`src/rtl/regfile_pkg.sv`:
```
// Shared register-file constants and writeback-source types.
package regfile_pkg;

  localparam int REG_ADDR_W = 5;
  localparam int REG_DATA_W = 32;
  localparam int NUM_WB_SRC = 2;
  localparam logic [REG_ADDR_W-1:0] REG_ZERO = 5'd0;

  typedef enum logic {
    SRC0 = 1'b0,
    SRC1 = 1'b1
  } wb_src_e;

endpackage

```
`src/rtl/regfile_wb_fifo.sv`:
```
// Small synchronous writeback FIFO; exposes per-entry valid/addr for
// pending-write lookups.
module wb_fifo #(
  parameter int DEPTH = 2,
  parameter int AW    = 5,
  parameter int WIDTH = 37
) (
  input  logic                  i_clk,
  input  logic                  i_rst,
  input  logic                  i_push,
  input  logic [WIDTH-1:0]      i_din,
  input  logic                  i_pop,
  output logic [WIDTH-1:0]      o_head,
  output logic                  o_empty,
  output logic                  o_full,
  output logic [DEPTH-1:0]      o_ent_valid,
  output logic [DEPTH*AW-1:0]   o_ent_addr
);

  localparam int PW = $clog2(DEPTH);

  logic [WIDTH-1:0] mem_q [DEPTH];
  logic [WIDTH-1:0] mem_d [DEPTH];
  logic [DEPTH-1:0] vld_q, vld_d;
  logic [PW-1:0]    wptr_q, wptr_d;
  logic [PW-1:0]    rptr_q, rptr_d;
  logic [PW:0]      cnt_q, cnt_d;

  always_comb begin
    mem_d  = mem_q;
    vld_d  = vld_q;
    wptr_d = wptr_q;
    rptr_d = rptr_q;
    cnt_d  = cnt_q;
    if (i_push) begin
      mem_d[wptr_q] = i_din;
      vld_d[wptr_q] = 1'b1;
      wptr_d        = wptr_q + PW'(1);
    end
    if (i_pop) begin
      vld_d[rptr_q] = 1'b0;
      rptr_d        = rptr_q + PW'(1);
    end
    case ({i_push, i_pop})
      2'b10:   cnt_d = cnt_q + (PW+1)'(1);
      2'b01:   cnt_d = cnt_q - (PW+1)'(1);
      default: cnt_d = cnt_q;
    endcase
  end

  always_ff @(posedge i_clk or posedge i_rst) begin
    if (i_rst) begin
      for (int i = 0; i < DEPTH; i++) mem_q[i] <= '0;
      vld_q  <= '0;
      wptr_q <= '0;
      rptr_q <= '0;
      cnt_q  <= '0;
    end else begin
      for (int i = 0; i < DEPTH; i++) mem_q[i] <= mem_d[i];
      vld_q  <= vld_d;
      wptr_q <= wptr_d;
      rptr_q <= rptr_d;
      cnt_q  <= cnt_d;
    end
  end

  assign o_head      = mem_q[rptr_q];
  assign o_empty     = (cnt_q == '0);
  assign o_full      = (cnt_q == (PW+1)'(DEPTH));
  assign o_ent_valid = vld_q;

  for (genvar g = 0; g < DEPTH; g++) begin : g_ent
    assign o_ent_addr[g*AW +: AW] = mem_q[g][WIDTH-1 -: AW];
  end

endmodule

```
`src/rtl/regfile_wb_arbiter.sv`:
```
// Round-robin arbiter sharing the register-file write port between the
// ALU/load pipe (src0) and the mul/div unit (src1), with hazard lookups.
module regfile_wb_arbiter
  import regfile_pkg::*;
#(
  parameter int DATA_W     = REG_DATA_W,
  parameter int ADDR_W     = REG_ADDR_W,
  parameter int FIFO_DEPTH = 2
) (
  input  logic              i_clk,
  input  logic              i_rst,
  input  logic              i_s0_valid,
  input  logic [ADDR_W-1:0] i_s0_addr,
  input  logic [DATA_W-1:0] i_s0_data,
  output logic              o_s0_ready,
  input  logic              i_s1_valid,
  input  logic [ADDR_W-1:0] i_s1_addr,
  input  logic [DATA_W-1:0] i_s1_data,
  output logic              o_s1_ready,
  output logic              o_we,
  output logic [ADDR_W-1:0] o_waddr,
  output logic [DATA_W-1:0] o_wdata,
  input  logic [ADDR_W-1:0] i_raddr1,
  input  logic [ADDR_W-1:0] i_raddr2,
  output logic              o_busy1,
  output logic              o_busy2
);

  localparam int EW = ADDR_W + DATA_W;
  localparam int NE = 2 * FIFO_DEPTH;
  localparam logic [ADDR_W-1:0] ZERO = ADDR_W'(REG_ZERO);

  logic              push0, push1, pop0, pop1;
  logic              empty0, empty1, full0, full1;
  logic [EW-1:0]     head0, head1, head;
  logic [NE-1:0]     ent_v;
  logic [NE*ADDR_W-1:0] ent_a;

  logic              gnt_vld;
  wb_src_e           gnt;
  wb_src_e           last_q, last_d;
  logic              we_q, we_d;
  logic [ADDR_W-1:0] waddr_q, waddr_d;
  logic [DATA_W-1:0] wdata_q, wdata_d;
  logic              hit1, hit2;

  assign o_s0_ready = !full0;
  assign o_s1_ready = !full1;
  assign push0 = i_s0_valid && o_s0_ready && (i_s0_addr != ZERO);
  assign push1 = i_s1_valid && o_s1_ready && (i_s1_addr != ZERO);

  wb_fifo #(.DEPTH(FIFO_DEPTH), .AW(ADDR_W), .WIDTH(EW)) u_fifo0 (
    .i_clk       (i_clk),
    .i_rst       (i_rst),
    .i_push      (push0),
    .i_din       ({i_s0_addr, i_s0_data}),
    .i_pop       (pop0),
    .o_head      (head0),
    .o_empty     (empty0),
    .o_full      (full0),
    .o_ent_valid (ent_v[FIFO_DEPTH-1:0]),
    .o_ent_addr  (ent_a[FIFO_DEPTH*ADDR_W-1:0])
  );

  wb_fifo #(.DEPTH(FIFO_DEPTH), .AW(ADDR_W), .WIDTH(EW)) u_fifo1 (
    .i_clk       (i_clk),
    .i_rst       (i_rst),
    .i_push      (push1),
    .i_din       ({i_s1_addr, i_s1_data}),
    .i_pop       (pop1),
    .o_head      (head1),
    .o_empty     (empty1),
    .o_full      (full1),
    .o_ent_valid (ent_v[NE-1:FIFO_DEPTH]),
    .o_ent_addr  (ent_a[NE*ADDR_W-1:FIFO_DEPTH*ADDR_W])
  );

  // last_q records the most recent grant; contention goes to the other one
  always_comb begin
    gnt_vld = !empty0 || !empty1;
    if (!empty0 && !empty1) gnt = (last_q == SRC0) ? SRC1 : SRC0;
    else if (!empty1)       gnt = SRC1;
    else                    gnt = SRC0;
    pop0    = gnt_vld && (gnt == SRC0);
    pop1    = gnt_vld && (gnt == SRC1);
    head    = (gnt == SRC1) ? head1 : head0;
    last_d  = gnt_vld ? gnt : last_q;
    we_d    = gnt_vld;
    waddr_d = gnt_vld ? head[EW-1 -: ADDR_W] : waddr_q;
    wdata_d = gnt_vld ? head[DATA_W-1:0] : wdata_q;
  end

  always_ff @(posedge i_clk or posedge i_rst) begin
    if (i_rst) begin
      last_q  <= SRC0;
      we_q    <= 1'b0;
      waddr_q <= '0;
      wdata_q <= '0;
    end else begin
      last_q  <= last_d;
      we_q    <= we_d;
      waddr_q <= waddr_d;
      wdata_q <= wdata_d;
    end
  end

  assign o_we    = we_q;
  assign o_waddr = waddr_q;
  assign o_wdata = wdata_q;

  always_comb begin
    hit1 = 1'b0;
    hit2 = 1'b0;
    for (int i = 0; i < NE; i++) begin
      if (ent_v[i] && ent_a[i*ADDR_W +: ADDR_W] == i_raddr1) hit1 = 1'b1;
      if (ent_v[i] && ent_a[i*ADDR_W +: ADDR_W] == i_raddr2) hit2 = 1'b1;
    end
    if (push0 && i_s0_addr == i_raddr1) hit1 = 1'b1;
    if (push0 && i_s0_addr == i_raddr2) hit2 = 1'b1;
    if (push1 && i_s1_addr == i_raddr1) hit1 = 1'b1;
    if (push1 && i_s1_addr == i_raddr2) hit2 = 1'b1;
    if (we_q && waddr_q == i_raddr1) hit1 = 1'b1;
    if (we_q && waddr_q == i_raddr2) hit2 = 1'b1;
    o_busy1 = hit1 && (i_raddr1 != ZERO);
    o_busy2 = hit2 && (i_raddr2 != ZERO);
  end

endmodule
```
`config.mk`:
```
export PLATFORM = sky130hd
export DESIGN_NAME = regfile_wb_arbiter
export DESIGN_NICKNAME = d
export VERILOG_FILES = /design/src/rtl/regfile_pkg.sv /design/src/rtl/regfile_wb_fifo.sv /design/src/rtl/regfile_wb_arbiter.sv
export SDC_FILE = /design/constraint.sdc
export NUM_CORES = 1
export LEC_CHECK = 0
export CAP_MARGIN = 15
export CORE_MARGIN = 2
export CORE_UTILIZATION = 30
export DETAILED_ROUTE_END_ITERATION = 12
export GPL_TIMING_DRIVEN = 1
export PLACE_DENSITY_LB_ADDON = 0.2
export RECOVER_POWER = 50
export SLEW_MARGIN = 20
export SYNTH_ARGS = -nofsm -noshare
export SYNTH_HDL_FRONTEND = slang
export SYNTH_SLANG_ARGS = --single-unit
```
`constraint.sdc`:
```
create_clock -name i_clk -period 10.8 [get_ports i_clk]
set_input_delay 1.08 -clock i_clk [delete_from_list [all_inputs] [get_ports i_clk]]
set_output_delay 1.08 -clock i_clk [all_outputs]
set_load 0.03 [all_outputs]
```
Word level (Yosys, flattened, before mapping)
Cells that the tools add are included.
W data, S select, Z words.
{"block": "word_totals", "elab_cells": 155, "in_bits": 88, "out_inout_bits": 42, "register_bits": 199}
{"block": "op_classes", "bitwise_logic": 11, "muxes": 44, "add_sub_neg": 8, "n_eq_ne": 20, "order_cmp": 14, "reduce_logical": 42}
{"operator": "$mux W37", "n": 9}
{"operator": "$bwmux W74", "n": 2}
{"operator": "$demux W37 S1", "n": 2}
{"operator": "$eq A5 B5 Y1", "n": 14}
{"operator": "$logic_and A1 B1 Y1", "n": 29}
{"operator": "$mux W1", "n": 21}
{"operator": "$reduce_bool A5 Y1", "n": 4}
{"operator": "$eq A2 B2 Y1 const B", "n": 4}
{"operator": "$ge A2 B2 Y1 const B", "n": 4}
{"operator": "$lt A1 B2 Y1 const B", "n": 4}
{"operator": "$mux W2", "n": 4}
{"operator": "$not A1 Y2", "n": 4}
{"operator": "$pmux W2 S2", "n": 2}
{"operator": "$add A1 B1 Y1 const B", "n": 4}
{"operator": "$add A2 B1 Y2 const B", "n": 2}
{"operator": "$and A2 B2 Y2", "n": 2}
{"operator": "$demux W1 S1", "n": 4}
{"operator": "$eq A2 B1 Y1 const B", "n": 2}
{"operator": "$ge A1 B1 Y1 const B", "n": 4}
{"operator": "$logic_not A1 Y1", "n": 4}
{"operator": "$logic_not A2 Y1", "n": 2}
{"operator": "$lt A2 B1 Y1 const B", "n": 2}
{"operator": "$not A2 Y2", "n": 2}
{"operator": "$or A2 B2 Y2", "n": 2}
{"operator": "4 further kinds", "n": 6}

Logic depth before layout (Yosys ltp)
{"block": "logic_depth", "ltp_word": 10, "ltp_mapped": 10, "ltp_nobuf": 8}

Hierarchy
Synthesis repeated with hierarchy kept, for this count alone.
{"block": "unflattened", "hier_cells": 758, "area_unflattened_um2": 9636.7}
{"mod": "wb_fifo (u_fifo0)", "instances": 1, "area_each_um2": 3538.4, "cells_per_inst": 230, "seq_area_each_um2": 2001.9}
{"mod": "wb_fifo (u_fifo1)", "instances": 1, "area_each_um2": 3534.6, "cells_per_inst": 230, "seq_area_each_um2": 2001.9}
{"mod": "regfile_wb_arbiter", "instances": 1, "area_each_um2": 2563.7, "cells_per_inst": 298, "seq_area_each_um2": 975.9}

Worst setup path before layout
No wires, ideal clock.
{"block": "synth_timing", "path_kind": "in2out", "startpoint": "input i_raddr2[2]", "endpoint": "output o_busy2", "t_required_ps": 9720, "arrival_time_ps": 2535, "slack_ps": 7185, "n_path_buf": 1, "stages": 6, "path_cell_list": "clkbuf_1 xor2_1 nor4_1 nand3_1 and3_1 a21oi_1"}
{"block": "synth_via", "elab_chain_len": 10, "word_cells_on_any_way": 23, "cone_classes": "eq/ne: 7; mux: 7; reduce/logical: 9"}
{"element": "start: declaration", "line_no": "regfile_wb_arbiter.sv:24", "rtl": "input logic [ADDR_W-1:0] i_raddr2,"}
{"element": "$eq A5 B5 Y1", "line_no": "regfile_wb_arbiter.sv:116", "rtl": "if (ent_v[i] && ent_a[i*ADDR_W +: ADDR_W] == i_raddr2) hit2 = 1'b1;"}
{"element": "$logic_and A1 B1 Y1", "line_no": "regfile_wb_arbiter.sv:116"}
{"element": "$mux W1 (4 in a row)", "line_no": "regfile_wb_arbiter.sv:116"}
{"element": "$mux W1", "line_no": "regfile_wb_arbiter.sv:119", "rtl": "if (push0 && i_s0_addr == i_raddr2) hit2 = 1'b1;"}
{"element": "$mux W1", "line_no": "regfile_wb_arbiter.sv:121", "rtl": "if (push1 && i_s1_addr == i_raddr2) hit2 = 1'b1;"}
{"element": "$mux W1", "line_no": "regfile_wb_arbiter.sv:123", "rtl": "if (we_q && waddr_q == i_raddr2) hit2 = 1'b1;"}
{"element": "$logic_and A1 B1 Y1 *", "line_no": "regfile_wb_arbiter.sv:125", "rtl": "o_busy2 = hit2 && (i_raddr2 != ZERO);"}
{"element": "end: declaration", "line_no": "regfile_wb_arbiter.sv:26", "rtl": "output logic o_busy2"}
Mark *: on every way between the ends. The rest lies on a longest branch, timed or not.

==> key figures <==
Worst setup path
  – Worst r2r src: u_fifo1.cnt_q[0]$_DFFE_PP0P_
  – Buf/Inv on CP: 2
  – R2R Setup Slk: 5.63 ns
  – Slowest cell on the critical path: clkinvlp_2
  – Critical path fanouts, max: 128
  – CP endpoint kind: async pin
  – WP data arrival: 4.95 ns
  – Reg2reg end: o_wdata[11]$_DFFE_PP0P_
  – CP Class: primary input to async pin
  – Critical Path, Cell by Cell: dlygate4sd3_1 -> clkinvlp_2
  – Worst endpoint required time: 9.95 ns
  – R2R depth: 5
  – Startpoint Class: primary input
  – Crit-path leading delay family: buffers and inverters
  – Crit-path max cell delay: 3.20 ns

GRT
  – Grt total ovfl: 0
  – Met2 usage: 23.72%
  – Antenna violations before repair: 0
  – Largest net degree at the start of global routing: 129
  – GRT Resource Usage Total: 14.88%
  – GR Util met1: 20.27%
  – Vias in the first global route: 6198
  – First-pass GRT wire length: approximately 37 mm
  – GR Util met3: under 10%
  – Gr busiest metal: met2

Timing
  – Clock skew: 0.01573 ns
  – Final WS setup: 5.005 ns
  – Worst Max-Slew Pin Slew: about 5.8 ns
  – Fin crit share: 53.66%
  – Min cycle time layout: 5.795 ns
  – # setup viols final: 0
  – RSZ-0062 raised after global routing: no
  – Fmax: 172.6 MHz
  – Setup TNS: 0 ns
  – Max-slew violations: ~210
  – Slew Limit Headroom: -288.4%
  – Final Hold Fails: 0

Route
  – WL/cell: ~19 um
  – Routed wire length: ~24 mm
  – 1st-iter DRT viols: 290
  – Total number of vias: 5817
  – First drt pass iteration count: 5
  – Vias per inst: between 4 and 5
  – ANT nets after route: 0
  – DRC viols: 0

Clock tree
  – CTS Hold Buffers Added: 0
  – Clk buf depth: 2
  – TritonCTS buffer count: 17
  – Worst skew pair latency: 0.45 ns
  – Clock root buffer master: clkbuf_16
  – Number of setup buffers added after CTS: 0
  – Clock transition at path regs: 0.08 ns
  – Clk sinks: slightly below 200
  – CTS tree: yes
  – H-tree Lvls: 4
  – Resized cells post-CTS: 0

Place
  – DP HPWL: 14.64 mm
  – Final GP Congestion: 0.7890
  – Cell Area, Placed: 10960 um^2
  – PortBufs: 129
  – Worst slack, placed: 6.195 ns

Cells and area
  – Flip-flop and latch area: 4982 um^2
  – Synth-to-layout area growth: 22.34%
  – Share of layout cells above drive strength 1: 20.10%
  – Final Cell Area: around 12000 um^2
  – Nets: approximately 900
  – Fillers: 2980
  – Antenna diodes: 0
  – Multi-input gate area: 4064 um^2

Die
  – Core Area: 30750 um^2
  – Rows: 64
  – I/O pin total: 130
  – Initial Utilization: 30.60%
  – Area of the die: 32800 um^2
  – Die span in y: 181.1 um
  – Die Width: 181.1 um

Hold path
  – Hold path endpoint: o_wdata[15]$_DFFE_PP0P_
  – Hold Crit Start: o_wdata[15]$_DFFE_PP0P_
  – Worst hold path class: flip-flop to flip-flop
  – Worst hold path depth: 2

Synthesis
  – Share of the synthesized area in the top cell type: 52.92%
  – Register bit total from synthesis: 199
  – Avg Cell Area, Syn: 13.42 um^2
  – Synth Flop Type: dfrtp_1
  – Post-synth EDFFs: 0
  – Sequential share of the synthesized area: 52.92%
  – Cells after synthesis: around 700
  – Syn Nets: between 700 and 800
  – Area of the mapped netlist: approximately 9400 um^2
  – Top-count cell post-synth: dfrtp_1
  – Area leader, netlist: dfrtp_1
  – Most frequent cells after synthesis: dfrtp_1, mux2_2, mux2i_1
  – Async S/R FF share, synth: 100.0%
  – Library cells used by synthesis: 38
  – Syn. warnings: 0
  – Area contributors post-synth: dfrtp_1, mux2_2, mux2i_1, mux2_1, xnor2_1

Job
  – Max_cap viols: 4

Run status
  – Outcome: finished, violations left
  – Failing checks: max-capacitance violations, max-slew violations

Power
  – Power per standard cell area: 316.6 nW/um^2
  – Lkg Pwr: 4.841 nW
  – Worst VDD drop: 0.1217 mV
## registers in the layout, indices dropped and copies added, names as in the netlist, 2 cells and up
| register | count |
|---|---|
| o_waddr | 5 |
| o_wdata | 32 |
| u_fifo0.cnt_q | 2 |
| u_fifo0.mem_q | 64 |
| u_fifo0.o_ent_addr | 10 |
| u_fifo0.o_ent_valid | 2 |
| u_fifo1.cnt_q | 2 |
| u_fifo1.mem_q | 64 |
| u_fifo1.o_ent_addr | 10 |
| u_fifo1.o_ent_valid | 2 |
## cells in the final DEF (no fill, tap or decap), types with 2 or more instances in the layout
cell type | netlist | layout
or2_4 | 2 | 2
inv_2 | 2 | 2
o211ai_4 | 2 | 2
nand2b_1 | 2 | 2
nand2_2 | 0 | 3
nand3_1 | 10 | 10
mux2_2 | 96 | 96
clkbuf_16 | 0 | 17
o32ai_1 | 2 | 2
xor2_1 | 36 | 36
mux2_1 | 38 | 38
nand2_1 | 45 | 42
and3_1 | 2 | 2
ha_1 | 2 | 2
o21ai_0 | 2 | 3
or4_4 | 2 | 2
mux2i_1 | 72 | 72
nor2_1 | 7 | 7
dlygate4sd3_1 | 0 | 39
inv_1 | 8 | 7
inv_8 | 0 | 3
a21oi_1 | 5 | 5
nor4_1 | 11 | 11
dfrtp_1 | 199 | 197
nand4_1 | 4 | 4
o221ai_1 | 35 | 35
buf_4 | 6 | 6
clkbuf_1 | 24 | 2
mux2_4 | 16 | 16
clkinv_4 | 0 | 3
a22oi_1 | 2 | 2
clkdlybuf4s50_1 | 0 | 90
or4_1 | 2 | 2
clkinv_2 | 0 | 2
clkbuf_8 | 0 | 2
inv_6 | 0 | 4
nor3_1 | 2 | 2
xnor2_1 | 42 | 42
dfrtp_2 | 0 | 2
## through the flow
stage | util, % | cells | hold WS (ns) | power [W]
after detailed placement | 35.63 | 1185 | 0.4727 | 0.003071
after CTS | 37.54 | 1217 | 0.4959 | 0.003742
after global placement | 35.63 | 1185 | 0.4720 | 0.003056
after global routing | 37.44 | 1217 | 0.5072 | 0.003900
final | 37.44 | 1217 | 0.4848 | 0.003645
after floorplan | - | 701 | 0.4526 | 0.002568
## power breakdown
part / total [W] / internal, W / switching, W
Combinational: 0.00155 / 0.000772 / 0.000780
Sequential: 0.00144 / 0.00114 / 0.000296
Clock: 0.000654 / 0.000339 / 0.000314
## per-layer routing
layer | wire, um | up-vias | part of all wire [%]
met3 | 1126 | 16 | 4.8
li1 | - | 2726 | -
met5 | 0 | - | 0
met4 | 335 | 0 | 1.4
met2 | 10760 | 121 | 46
met1 | 11400 | 2954 | 48
## worst register-to-register path, cell delays in order (launching register included)
cell	delay (ns)
dfrtp_1	0.46
o21ai_0	1.37
clkbuf_1	1.57
nand2_2	0.10
clkbuf_1	0.98
o221ai_1	0.56
## area by class of cell
cell class / instances / share of cell area [%]
multi-input cells: 443 / 35.30
clock inverters: 13 / 1.174
inverters: 10 / 0.3369
repair buffers: 137 / 11.67
well taps: 396 / 4.304
flip-flops and latches: 199 / 43.28
clock buffers: 19 / 3.934
## logic make-up after synthesis
group	share of synthesized area, %
flops	52.92
xor+xnor	7.260
fa+ha+maj	0.2659
buf+inv	3.976
simple gates	4.561
mux	26.25
compound gates	4.773
## worst max-delay path by stage
stage | from | endpoint | cells after the start
5_1_grt | i_rst | u_fifo1.rptr_q$_DFFE_PP0P_ | 2
3_3_place_gp | i_raddr1[1] | o_busy1 | 7
3_5_place_dp | i_s0_addr[2] | o_busy2 | 7
2_1_floorplan | i_rst | last_q$_DFFE_PP0P_ | 1
6_report | i_rst | u_fifo1.rptr_q$_DFFE_PP0P_ | 2
4_1_cts | i_s0_addr[2] | o_busy2 | 7
Note: power is estimated with default switching activity, not from simulation.
